[config.mk]
export PLATFORM = sky130hd
export DESIGN_NAME = csi_mag_averager
export DESIGN_NICKNAME = d
export VERILOG_FILES = /design/src/rtl/csi_pkg.sv /design/src/rtl/csi_acc_ram.sv /design/src/rtl/csi_mag_averager.sv
export SDC_FILE = /design/constraint.sdc
export NUM_CORES = 2
export LEC_CHECK = 0
export ABC_CLOCK_PERIOD_IN_PS = 10800
export BUFFER_PORTS_ARGS = -buffer_cell sky130_fd_sc_hd__buf_4
export CORE_MARGIN = 2
export CORE_UTILIZATION = 50
export DETAILED_ROUTE_END_ITERATION = 7
export PLACE_DENSITY = 0.62
export SLEW_MARGIN = 20
export SYNTH_ARGS = -nofsm -noshare
export SYNTH_HDL_FRONTEND = slang
export SYNTH_SLANG_ARGS = --single-unit
[constraint.sdc]
create_clock -name clk_in -period 10.8 [get_ports clk_in]
set_input_delay 1.08 -clock clk_in [delete_from_list [all_inputs] [get_ports clk_in]]
set_output_delay 1.08 -clock clk_in [all_outputs]
set_load 0.005 [all_outputs]
[src/rtl/csi_pkg.sv]
// -----------------------------------------------------------------------------
// csi_pkg
// Shared types and helpers for the CSI extractor magnitude-averaging stage.
//   csi_avg_state_t : control states of csi_mag_averager
//   calc_acc_width  : accumulator width for a given sample width and the
//                     log2 of the number of frames summed
// -----------------------------------------------------------------------------
package csi_pkg;

   typedef enum logic [1:0] {
      ST_IDLE  = 2'd0,
      ST_ACCUM = 2'd1,
      ST_DRAIN = 2'd2
   } csi_avg_state_t;

   // Summing 2**log2_avg unsigned samples needs log2_avg extra bits.
   function automatic int calc_acc_width(input int data_width, input int log2_avg);
      return data_width + log2_avg;
   endfunction

endpackage

[src/rtl/csi_acc_ram.sv]
// -----------------------------------------------------------------------------
// csi_acc_ram
// Simple dual-port accumulator memory, DEPTH x WIDTH, contents not reset.
//   clk_in      : clock
//   i_wr_en     : write strobe
//   i_wr_addr   : write address
//   i_wr_data   : write data
//   i_rd_en     : read strobe; o_rd_data updates on the next edge only when set
//   i_rd_addr   : read address
//   o_rd_data   : registered read data (1-cycle latency, holds when idle)
// -----------------------------------------------------------------------------
module csi_acc_ram #(
   parameter int DEPTH  = 64,
   parameter int WIDTH  = 35,
   parameter int ADDR_W = 6
) (
   input  logic              clk_in,
   input  logic              i_wr_en,
   input  logic [ADDR_W-1:0] i_wr_addr,
   input  logic [WIDTH-1:0]  i_wr_data,
   input  logic              i_rd_en,
   input  logic [ADDR_W-1:0] i_rd_addr,
   output logic [WIDTH-1:0]  o_rd_data
);

   logic [WIDTH-1:0] r_mem [DEPTH];
   logic [WIDTH-1:0] r_rd_data;

   always_ff @(posedge clk_in) begin
      if (i_wr_en) begin
         r_mem[i_wr_addr] <= i_wr_data;
      end
      if (i_rd_en) begin
         r_rd_data <= r_mem[i_rd_addr];
      end
   end

   assign o_rd_data = r_rd_data;

endmodule

[src/rtl/csi_mag_averager.sv]
// -----------------------------------------------------------------------------
// csi_mag_averager
// Accumulates 2**LOG2_AVG frames of NUM_SC magnitudes per subcarrier, then
// streams one averaged frame out on a valid/ready interface.
//   clk_in, rst_in       : clock, synchronous active-high reset
//   mag_in, mag_valid_in : input magnitude stream (no backpressure)
//   sof_in               : marks subcarrier 0, qualified by mag_valid_in
//   avg_out              : averaged magnitude
//   avg_index_out        : subcarrier index of avg_out
//   avg_valid_out        : output beat valid
//   avg_last_out         : beat is subcarrier NUM_SC-1
//   avg_ready_in         : downstream accepts beat
//   busy_out             : accumulating or draining
//   drop_out             : one-cycle pulse per discarded input sample
// Build option: define CSI_AVG_ROUND_EN for round-half-up averaging instead
// of a truncating shift.
// -----------------------------------------------------------------------------
module csi_mag_averager
   import csi_pkg::*;
#(
   parameter int DATA_WIDTH = 32,
   parameter int NUM_SC     = 64,
   parameter int LOG2_AVG   = 3
) (
   input  logic                      clk_in,
   input  logic                      rst_in,
   input  logic [DATA_WIDTH-1:0]     mag_in,
   input  logic                      mag_valid_in,
   input  logic                      sof_in,
   output logic [DATA_WIDTH-1:0]     avg_out,
   output logic [$clog2(NUM_SC)-1:0] avg_index_out,
   output logic                      avg_valid_out,
   output logic                      avg_last_out,
   input  logic                      avg_ready_in,
   output logic                      busy_out,
   output logic                      drop_out
);

   localparam int ACC_WIDTH = calc_acc_width(DATA_WIDTH, LOG2_AVG);
   localparam int IDX_W     = $clog2(NUM_SC);
   localparam logic [IDX_W-1:0]    LAST_IDX  = IDX_W'(NUM_SC - 1);
   localparam logic [LOG2_AVG-1:0] FRAME_MAX = '1;

   csi_avg_state_t      r_state, w_state_next;
   logic [IDX_W-1:0]    r_sc_idx, w_sc_idx_next;
   logic [LOG2_AVG-1:0] r_frame_cnt, w_frame_next;
   logic                r_drop, w_drop;

   // Drain read issue pointer and the three-deep output pipeline:
   // A = read in flight (RAM output register), O = output beat, S = skid.
   logic [IDX_W-1:0]      r_rd_ptr, w_rd_ptr_next;
   logic                  r_issue_done, w_issue_done_next;
   logic                  w_a_issue;
   logic                  r_a_valid;
   logic [IDX_W-1:0]      r_a_idx;
   logic                  r_o_valid, r_s_valid;
   logic [DATA_WIDTH-1:0] r_o_data, r_s_data;
   logic [IDX_W-1:0]      r_o_idx, r_s_idx;

   logic                  w_wr_en, w_clr, w_rd_en;
   logic [IDX_W-1:0]      w_wr_addr, w_rd_addr;
   logic [ACC_WIDTH-1:0]  w_rd_data, w_acc_sum;
   logic [DATA_WIDTH-1:0] w_a_data;
   logic                  w_pop, w_pop_last, w_o_take, w_issue_ok;
   logic [1:0]            w_occupancy;

   csi_acc_ram #(
      .DEPTH  (NUM_SC),
      .WIDTH  (ACC_WIDTH),
      .ADDR_W (IDX_W)
   ) u_acc_ram (
      .clk_in    (clk_in),
      .i_wr_en   (w_wr_en),
      .i_wr_addr (w_wr_addr),
      .i_wr_data (w_acc_sum),
      .i_rd_en   (w_rd_en),
      .i_rd_addr (w_rd_addr),
      .o_rd_data (w_rd_data)
   );

   // The RAM output already holds acc[sc_idx]: every accepted sample
   // pre-reads the entry the next sample will update.
   assign w_acc_sum = (w_clr ? '0 : w_rd_data) + ACC_WIDTH'(mag_in);

`ifdef CSI_AVG_ROUND_EN
   localparam int RND_W = ACC_WIDTH + 1;
   logic [RND_W-1:0] w_rounded;
   assign w_rounded = {1'b0, w_rd_data} + (RND_W'(1) << (LOG2_AVG - 1));
   assign w_a_data  = DATA_WIDTH'(w_rounded >> LOG2_AVG);
`else
   assign w_a_data  = DATA_WIDTH'(w_rd_data >> LOG2_AVG);
`endif

   assign w_pop       = r_o_valid && avg_ready_in;
   assign w_pop_last  = w_pop && (r_o_idx == LAST_IDX);
   assign w_o_take    = !r_o_valid || w_pop;
   // A new read may issue only if its data is guaranteed a slot next cycle.
   assign w_occupancy = 2'(r_o_valid) + 2'(r_s_valid) + 2'(r_a_valid) - 2'(w_pop);
   assign w_issue_ok  = (w_occupancy <= 2'd1);

   always_comb begin
      w_state_next      = r_state;
      w_sc_idx_next     = r_sc_idx;
      w_frame_next      = r_frame_cnt;
      w_drop            = 1'b0;
      w_wr_en           = 1'b0;
      w_clr             = 1'b0;
      w_wr_addr         = r_sc_idx;
      w_rd_en           = 1'b0;
      w_rd_addr         = r_rd_ptr;
      w_a_issue         = 1'b0;
      w_rd_ptr_next     = r_rd_ptr;
      w_issue_done_next = r_issue_done;
      unique case (r_state)
         ST_IDLE: begin
            if (mag_valid_in) begin
               if (sof_in) begin
                  w_wr_en       = 1'b1;
                  w_clr         = 1'b1;
                  w_wr_addr     = '0;
                  w_rd_en       = 1'b1;
                  w_rd_addr     = IDX_W'(1);
                  w_sc_idx_next = IDX_W'(1);
                  w_frame_next  = '0;
                  w_state_next  = ST_ACCUM;
               end else begin
                  w_drop = 1'b1;
               end
            end
         end
         ST_ACCUM: begin
            if (mag_valid_in) begin
               if (sof_in && (r_sc_idx != '0)) begin
                  // Misaligned frame start: restart the window here.
                  w_wr_en       = 1'b1;
                  w_clr         = 1'b1;
                  w_wr_addr     = '0;
                  w_rd_en       = 1'b1;
                  w_rd_addr     = IDX_W'(1);
                  w_sc_idx_next = IDX_W'(1);
                  w_frame_next  = '0;
               end else if (!sof_in && (r_sc_idx == '0)) begin
                  w_drop = 1'b1;
               end else begin
                  w_wr_en = 1'b1;
                  w_clr   = (r_frame_cnt == '0);
                  w_rd_en = 1'b1;
                  if (r_sc_idx == LAST_IDX) begin
                     // Pre-read of index 0 doubles as the first drain read.
                     w_rd_addr     = '0;
                     w_sc_idx_next = '0;
                     if (r_frame_cnt == FRAME_MAX) begin
                        w_state_next      = ST_DRAIN;
                        w_a_issue         = 1'b1;
                        w_rd_ptr_next     = IDX_W'(1);
                        w_issue_done_next = 1'b0;
                     end else begin
                        w_frame_next = r_frame_cnt + LOG2_AVG'(1);
                     end
                  end else begin
                     w_rd_addr     = r_sc_idx + IDX_W'(1);
                     w_sc_idx_next = r_sc_idx + IDX_W'(1);
                  end
               end
            end
         end
         ST_DRAIN: begin
            w_drop = mag_valid_in;
            if (!r_issue_done && w_issue_ok) begin
               w_rd_en       = 1'b1;
               w_rd_addr     = r_rd_ptr;
               w_a_issue     = 1'b1;
               w_rd_ptr_next = r_rd_ptr + IDX_W'(1);
               if (r_rd_ptr == LAST_IDX) begin
                  w_issue_done_next = 1'b1;
               end
            end
            if (w_pop_last) begin
               w_state_next  = ST_IDLE;
               w_sc_idx_next = '0;
               w_frame_next  = '0;
            end
         end
         default: begin
            w_state_next = ST_IDLE;
         end
      endcase
   end

   always_ff @(posedge clk_in) begin
      if (rst_in) begin
         r_state      <= ST_IDLE;
         r_sc_idx     <= '0;
         r_frame_cnt  <= '0;
         r_drop       <= 1'b0;
         r_rd_ptr     <= '0;
         r_issue_done <= 1'b0;
      end else begin
         r_state      <= w_state_next;
         r_sc_idx     <= w_sc_idx_next;
         r_frame_cnt  <= w_frame_next;
         r_drop       <= w_drop;
         r_rd_ptr     <= w_rd_ptr_next;
         r_issue_done <= w_issue_done_next;
      end
   end

   always_ff @(posedge clk_in) begin
      if (rst_in) begin
         r_a_valid <= 1'b0;
         r_a_idx   <= '0;
         r_o_valid <= 1'b0;
         r_o_data  <= '0;
         r_o_idx   <= '0;
         r_s_valid <= 1'b0;
         r_s_data  <= '0;
         r_s_idx   <= '0;
      end else begin
         r_a_valid <= w_a_issue;
         if (w_a_issue) begin
            r_a_idx <= w_rd_addr;
         end
         // Output slot refills from skid first to keep beats in order.
         if (w_o_take) begin
            if (r_s_valid) begin
               r_o_valid <= 1'b1;
               r_o_data  <= r_s_data;
               r_o_idx   <= r_s_idx;
            end else if (r_a_valid) begin
               r_o_valid <= 1'b1;
               r_o_data  <= w_a_data;
               r_o_idx   <= r_a_idx;
            end else begin
               r_o_valid <= 1'b0;
            end
         end
         if (r_s_valid) begin
            if (w_o_take) begin
               r_s_valid <= r_a_valid;
               r_s_data  <= w_a_data;
               r_s_idx   <= r_a_idx;
            end
         end else if (r_a_valid && !w_o_take) begin
            r_s_valid <= 1'b1;
            r_s_data  <= w_a_data;
            r_s_idx   <= r_a_idx;
         end
      end
   end

   assign avg_out       = r_o_data;
   assign avg_index_out = r_o_idx;
   assign avg_valid_out = r_o_valid;
   assign avg_last_out  = r_o_valid && (r_o_idx == LAST_IDX);
   assign busy_out      = (r_state != ST_IDLE);
   assign drop_out      = r_drop;

endmodule
==> key figures <==
Clocking
  – Master cell of the clock root buffer: sky130_fd_sc_hd__clkbuf_16
  – TritonCTS clock tree: done
  – Clock H-tree levels: 4
  – Post-cts resize count: 0
  – Number of post-CTS setup repair buffers: 0
  – Count of clock tree sinks: 2,379
  – Worst-case clock buffer depth: 3
  – CTS Hold Bufs: 0
  – Clock-pin slew of the registers on the worst-case setup and hold paths: 60 ps
  – Later-pin clock latency in the skew report: 890 ps
  – Inserted Clock Buffers: 235

Route
  – Routed via count: 55.8k
  – Total length of routed met3 wires: 25.0 mm
  – Uppermost metal layer occupied by signal nets: met5
  – Post-route met1 wirelength: 115 mm
  – DRC Markers: 0
  – Number of detailed-route iterations in the first pass: 5
  – Met2 wire length: 118 mm
  – Per-cell via count in the routed design: 6.08
  – Residual antenna-violating net count after detailed routing: 0
  – Drt wl/cell: 29.2 µm
  – DRC marker count from the first detailed-route iteration: 6,676
  – Sum of routed wire length over all layers: 267 mm

Critical path
  – Cells on worst reg2reg path: 19
  – Element type at the critical path start: register
  – CP endpoint kind: register
  – CP max FO: 64
  – Worst path required time: 11,370 ps
  – CP Buf/Inv Count: 2
  – Worst EP arrival: 7080 ps
  – Worst r2r dst: u_acc_ram.r_mem[58][34]
  – Setup Crit Path Kind: register to register
  – Critical-path top delay cell: sky130_fd_sc_hd__a2111oi_0
  – Critical register-to-register path startpoint: r_sc_idx[3]
  – Family with the most delay on the worst path: simple AND/OR/NAND/NOR gates
  – Sequence of cells on the critical path: or3_1, nor3_4, nor3b_1, o21ai_0, nand2_1, nand2_1, buf_4, and2_1, ha_1, and3_1, and3_1, a211oi_1, nand4b_1, a2111oi_0, nor3b_1, nor3b_1, o31ai_1, a21boi_4, buf_4
  – Cell seen most often among critical-path stages: sky130_fd_sc_hd__nor3b_1
  – Worst reg2reg setup slack: 4280 ps
  – Critical path's largest stage delay: 820 ps

Global routing
  – Congestion Overflow GR: 0
  – Antenna violations before repair: 28
  – Via count of the first global-routing pass: 52.7k
  – Overall fraction of global-route tracks in use: 0.269
  – First-pass GRT wire length: 381 mm
  – Largest net degree at the start of global routing: 151

Outcome
  – Result of the run: finished clean

Layout
  – Post-route standard cell area excluding fillers: 108,000 µm²
  – Filler cell count: 14.8k
  – Area growth from synthesis to layout: 12.2%
  – Count of nets after finishing: 6,514
  – Footprint of the multi-input gates: 24,600 µm²
  – Flip-flop and latch area: 70,400 µm²
  – Share of cells above drive strength 1: 0.115

Timing
  – Total count of max-transition violations in the final report: 0
  – TNS Setup: 0 ps
  – Highest clock rate: 153 MHz
  – Final setup violation count: 0
  – Relative slew slack: 0.209
  – Final worst slack: 4280 ps
  – Setup repair after global routing missed its margin: false
  – Count of endpoints failing hold in the final timing report: 0
  – Maximum clock skew at final layout: 43.7 ps
  – Final period demand of the worst path: 6520 ps
  – Pin slew with the least headroom to its limit: 1180 ps
  – Final Cycle Share: 0.604

Synthesis
  – Flip-flop and latch count after synthesis: 2,379
  – Number of enable flip-flop cells after synthesis: 2,275
  – Fraction of synthesis flops using an asynchronous set or reset pin: 0
  – Count of mapped cells out of synthesis: 6,302
  – Share of synthesized area occupied by flip-flops and latches: 0.732
  – Post-synthesis cell type count: 68
  – Synth top area cells: sky130_fd_sc_hd__edfxtp_1 71%, sky130_fd_sc_hd__mux2i_1 10%, sky130_fd_sc_hd__nand2_1 3.6%
  – Per-instance average area after synthesis: 15.3 µm²
  – Post-Synthesis Cell Area: 96,200 µm²
  – Net Count, Synth: 6,384
  – Total of warnings raised by yosys: 0
  – Primary flip-flop cell chosen by synthesis mapping: sky130_fd_sc_hd__edfxtp_1
  – Cell accounting for the most synthesized area: sky130_fd_sc_hd__edfxtp_1
  – Area share of the leading cell type in the synthesized netlist: 0.710

Floorplan
  – Number of standard-cell rows in the floorplan: 160
  – Std-Cell Core Area: 191,000 µm²
  – Boundary Pins: 79
  – Starting utilization of the core area: 0.505
  – Die Height: 443 µm
  – Area enclosed by the die boundary: 196,000 µm²
  – Overall die width: 443 µm

Worst hold path
  – Worst hold path stage count: 2
  – Hold path startpoint: r_s_data[3]
  – Hold Crit Class: register to register
  – Worst min-delay path endpoint: r_s_data[3]

Power and ir drop
  – Power consumption: 30.1 mW
  – LEAKAGE: 33.9 nW
  – IR Drop Worst-Case VDD: 0.356 mV
  – PD cells: 279 nW/µm²

Placement
  – Worst slack at placement: 4100 ps
  – DP Wirelength: 144 mm
  – Port Buf Inserts: 78
  – Instance area at placement: 100,000 µm²
  – Placer Congestion: 0.882

Job
  – Number of max-cap violations: 0
per-stage QoR:
step	hold WS [ps]	cells	util
final	450	9168	0.566
after global routing	464	9148	0.566
after CTS	452	9137	0.566
after detailed placement	444	8705	0.527
after global placement	437	8704	0.527
after floorplan	432	6302	-
power by group:
part	internal [mW]	switching [mW]	leakage, nW	total (mW)
clock	4.36	3.46	3.56	7.82
sequential	13.8	0.237	21.3	14.0
combinational	1.73	6.56	9.07	8.30
tightest hold or removal path: stages (launching register included):
cell and delay [ps]:
sky130_fd_sc_hd__dfxtp_1 310, sky130_fd_sc_hd__nand2_1 50, sky130_fd_sc_hd__a21oi_1 50
routing by layer:
metal | vias up | track usage
met5 | - | 0
met4 | 8 | 0.0915
met3 | 406 | 0.0569
met2 | 2536 | 0.399
met1 | 28466 | 0.396
li1 | 24362 | -
Yosys cell counts (35+ instances only):
library cell               instances
sky130_fd_sc_hd__a211oi_1        154
sky130_fd_sc_hd__a21oi_1         288
sky130_fd_sc_hd__a311oi_1         37
sky130_fd_sc_hd__a32oi_1          36
sky130_fd_sc_hd__and2_1           35
sky130_fd_sc_hd__and3_1           39
sky130_fd_sc_hd__buf_2            80
sky130_fd_sc_hd__buf_4            38
sky130_fd_sc_hd__buf_6            43
sky130_fd_sc_hd__clkbuf_1        186
sky130_fd_sc_hd__dfxtp_1         104
sky130_fd_sc_hd__edfxtp_1       2275
sky130_fd_sc_hd__ha_1             44
sky130_fd_sc_hd__inv_1            60
sky130_fd_sc_hd__mux2i_1        1001
sky130_fd_sc_hd__mux4_2           35
sky130_fd_sc_hd__nand2_1         923
sky130_fd_sc_hd__nand3_1         249
sky130_fd_sc_hd__nor2_1          163
sky130_fd_sc_hd__nor3_1           81
sky130_fd_sc_hd__nor4_1           38
sky130_fd_sc_hd__o211ai_1         36
sky130_fd_sc_hd__o21ai_0          69
sky130_fd_sc_hd__o22ai_1         103
logic make-up (layout without fill, tap and decap cells):
kind of cell,Yosys count,after routing,synth area share
flops,2379,2379,0.732
simple gates,1591,1591,0.0715
mux,1036,1036,0.112
compound gates,782,782,0.0519
buf+inv,432,757,0.0230
fa+ha+maj,45,45,0.00593
xor+xnor,37,37,0.00337
other cells,0,30,0
worst max-delay path by stage:
stage | from | endpoint | depth (start not counted) | slack [ps]
after floorplan | sof_in | u_acc_ram.r_mem[0][31] | 16 | 1910
after global placement | sof_in | u_acc_ram.r_mem[25][34] | 19 | 4100
after detailed placement | sof_in | u_acc_ram.r_mem[18][34] | 19 | 4100
after CTS | r_sc_idx[3] | u_acc_ram.r_mem[60][34] | 19 | 4390
after global routing | r_sc_idx[3] | u_acc_ram.r_mem[51][34] | 19 | 3920
final | r_sc_idx[3] | u_acc_ram.r_mem[58][34] | 19 | 4280
placed cells by master, fill, tap and decap left out, drive strengths merged, types with 5 or more instances in the layout:
| cell | netlist | final |
|---|---|---|
| a21o | 14 | 14 |
| a31oi | 5 | 5 |
| edfxtp | 2275 | 2275 |
| xor2 | 13 | 13 |
| inv | 60 | 69 |
| and3 | 39 | 39 |
| o211ai | 36 | 36 |
| xnor2 | 24 | 24 |
| nand4 | 12 | 12 |
| a21oi | 288 | 288 |
| nor2b | 10 | 10 |
| a311oi | 37 | 37 |
| clkinvlp | 0 | 6 |
| nor4 | 40 | 40 |
| ha | 44 | 44 |
| nor3b | 5 | 5 |
| nand3 | 249 | 249 |
| mux2i | 1001 | 1001 |
| nor2 | 164 | 164 |
| and2 | 35 | 35 |
| nor3 | 82 | 82 |
| bufinv | 0 | 15 |
| nand2b | 13 | 13 |
| o21a | 6 | 6 |
| mux4 | 35 | 35 |
| dfxtp | 104 | 104 |
| or2 | 6 | 6 |
| diode | 0 | 30 |
| o22ai | 103 | 103 |
| clkinv | 0 | 107 |
| buf | 186 | 265 |
| a32oi | 36 | 36 |
| nand2 | 923 | 923 |
| a211oi | 154 | 154 |
| o21ai | 69 | 69 |
| clkbuf | 186 | 295 |
cell type report:
cell class | instances | share of cell area
antenna | 30 | 0.000696
clock buffer | 295 | 0.0566
clock inverter | 137 | 0.0113
inverter | 60 | 0.00209
multi-input combinational | 3491 | 0.228
sequential | 2379 | 0.653
tap | 2511 | 0.0291
timing repair buffer | 265 | 0.0195
sequential cells by signal, indices dropped and copies added (netlist names), 6 cells and up:
register and flops:
u_acc_ram.r_mem 2240, u_acc_ram.o_rd_data 35, avg_out 32, r_s_data 32, avg_index_out 6, r_a_idx 6
r_rd_ptr 6, r_s_idx 6, r_sc_idx 6
(Power assumes the default switching activity.)
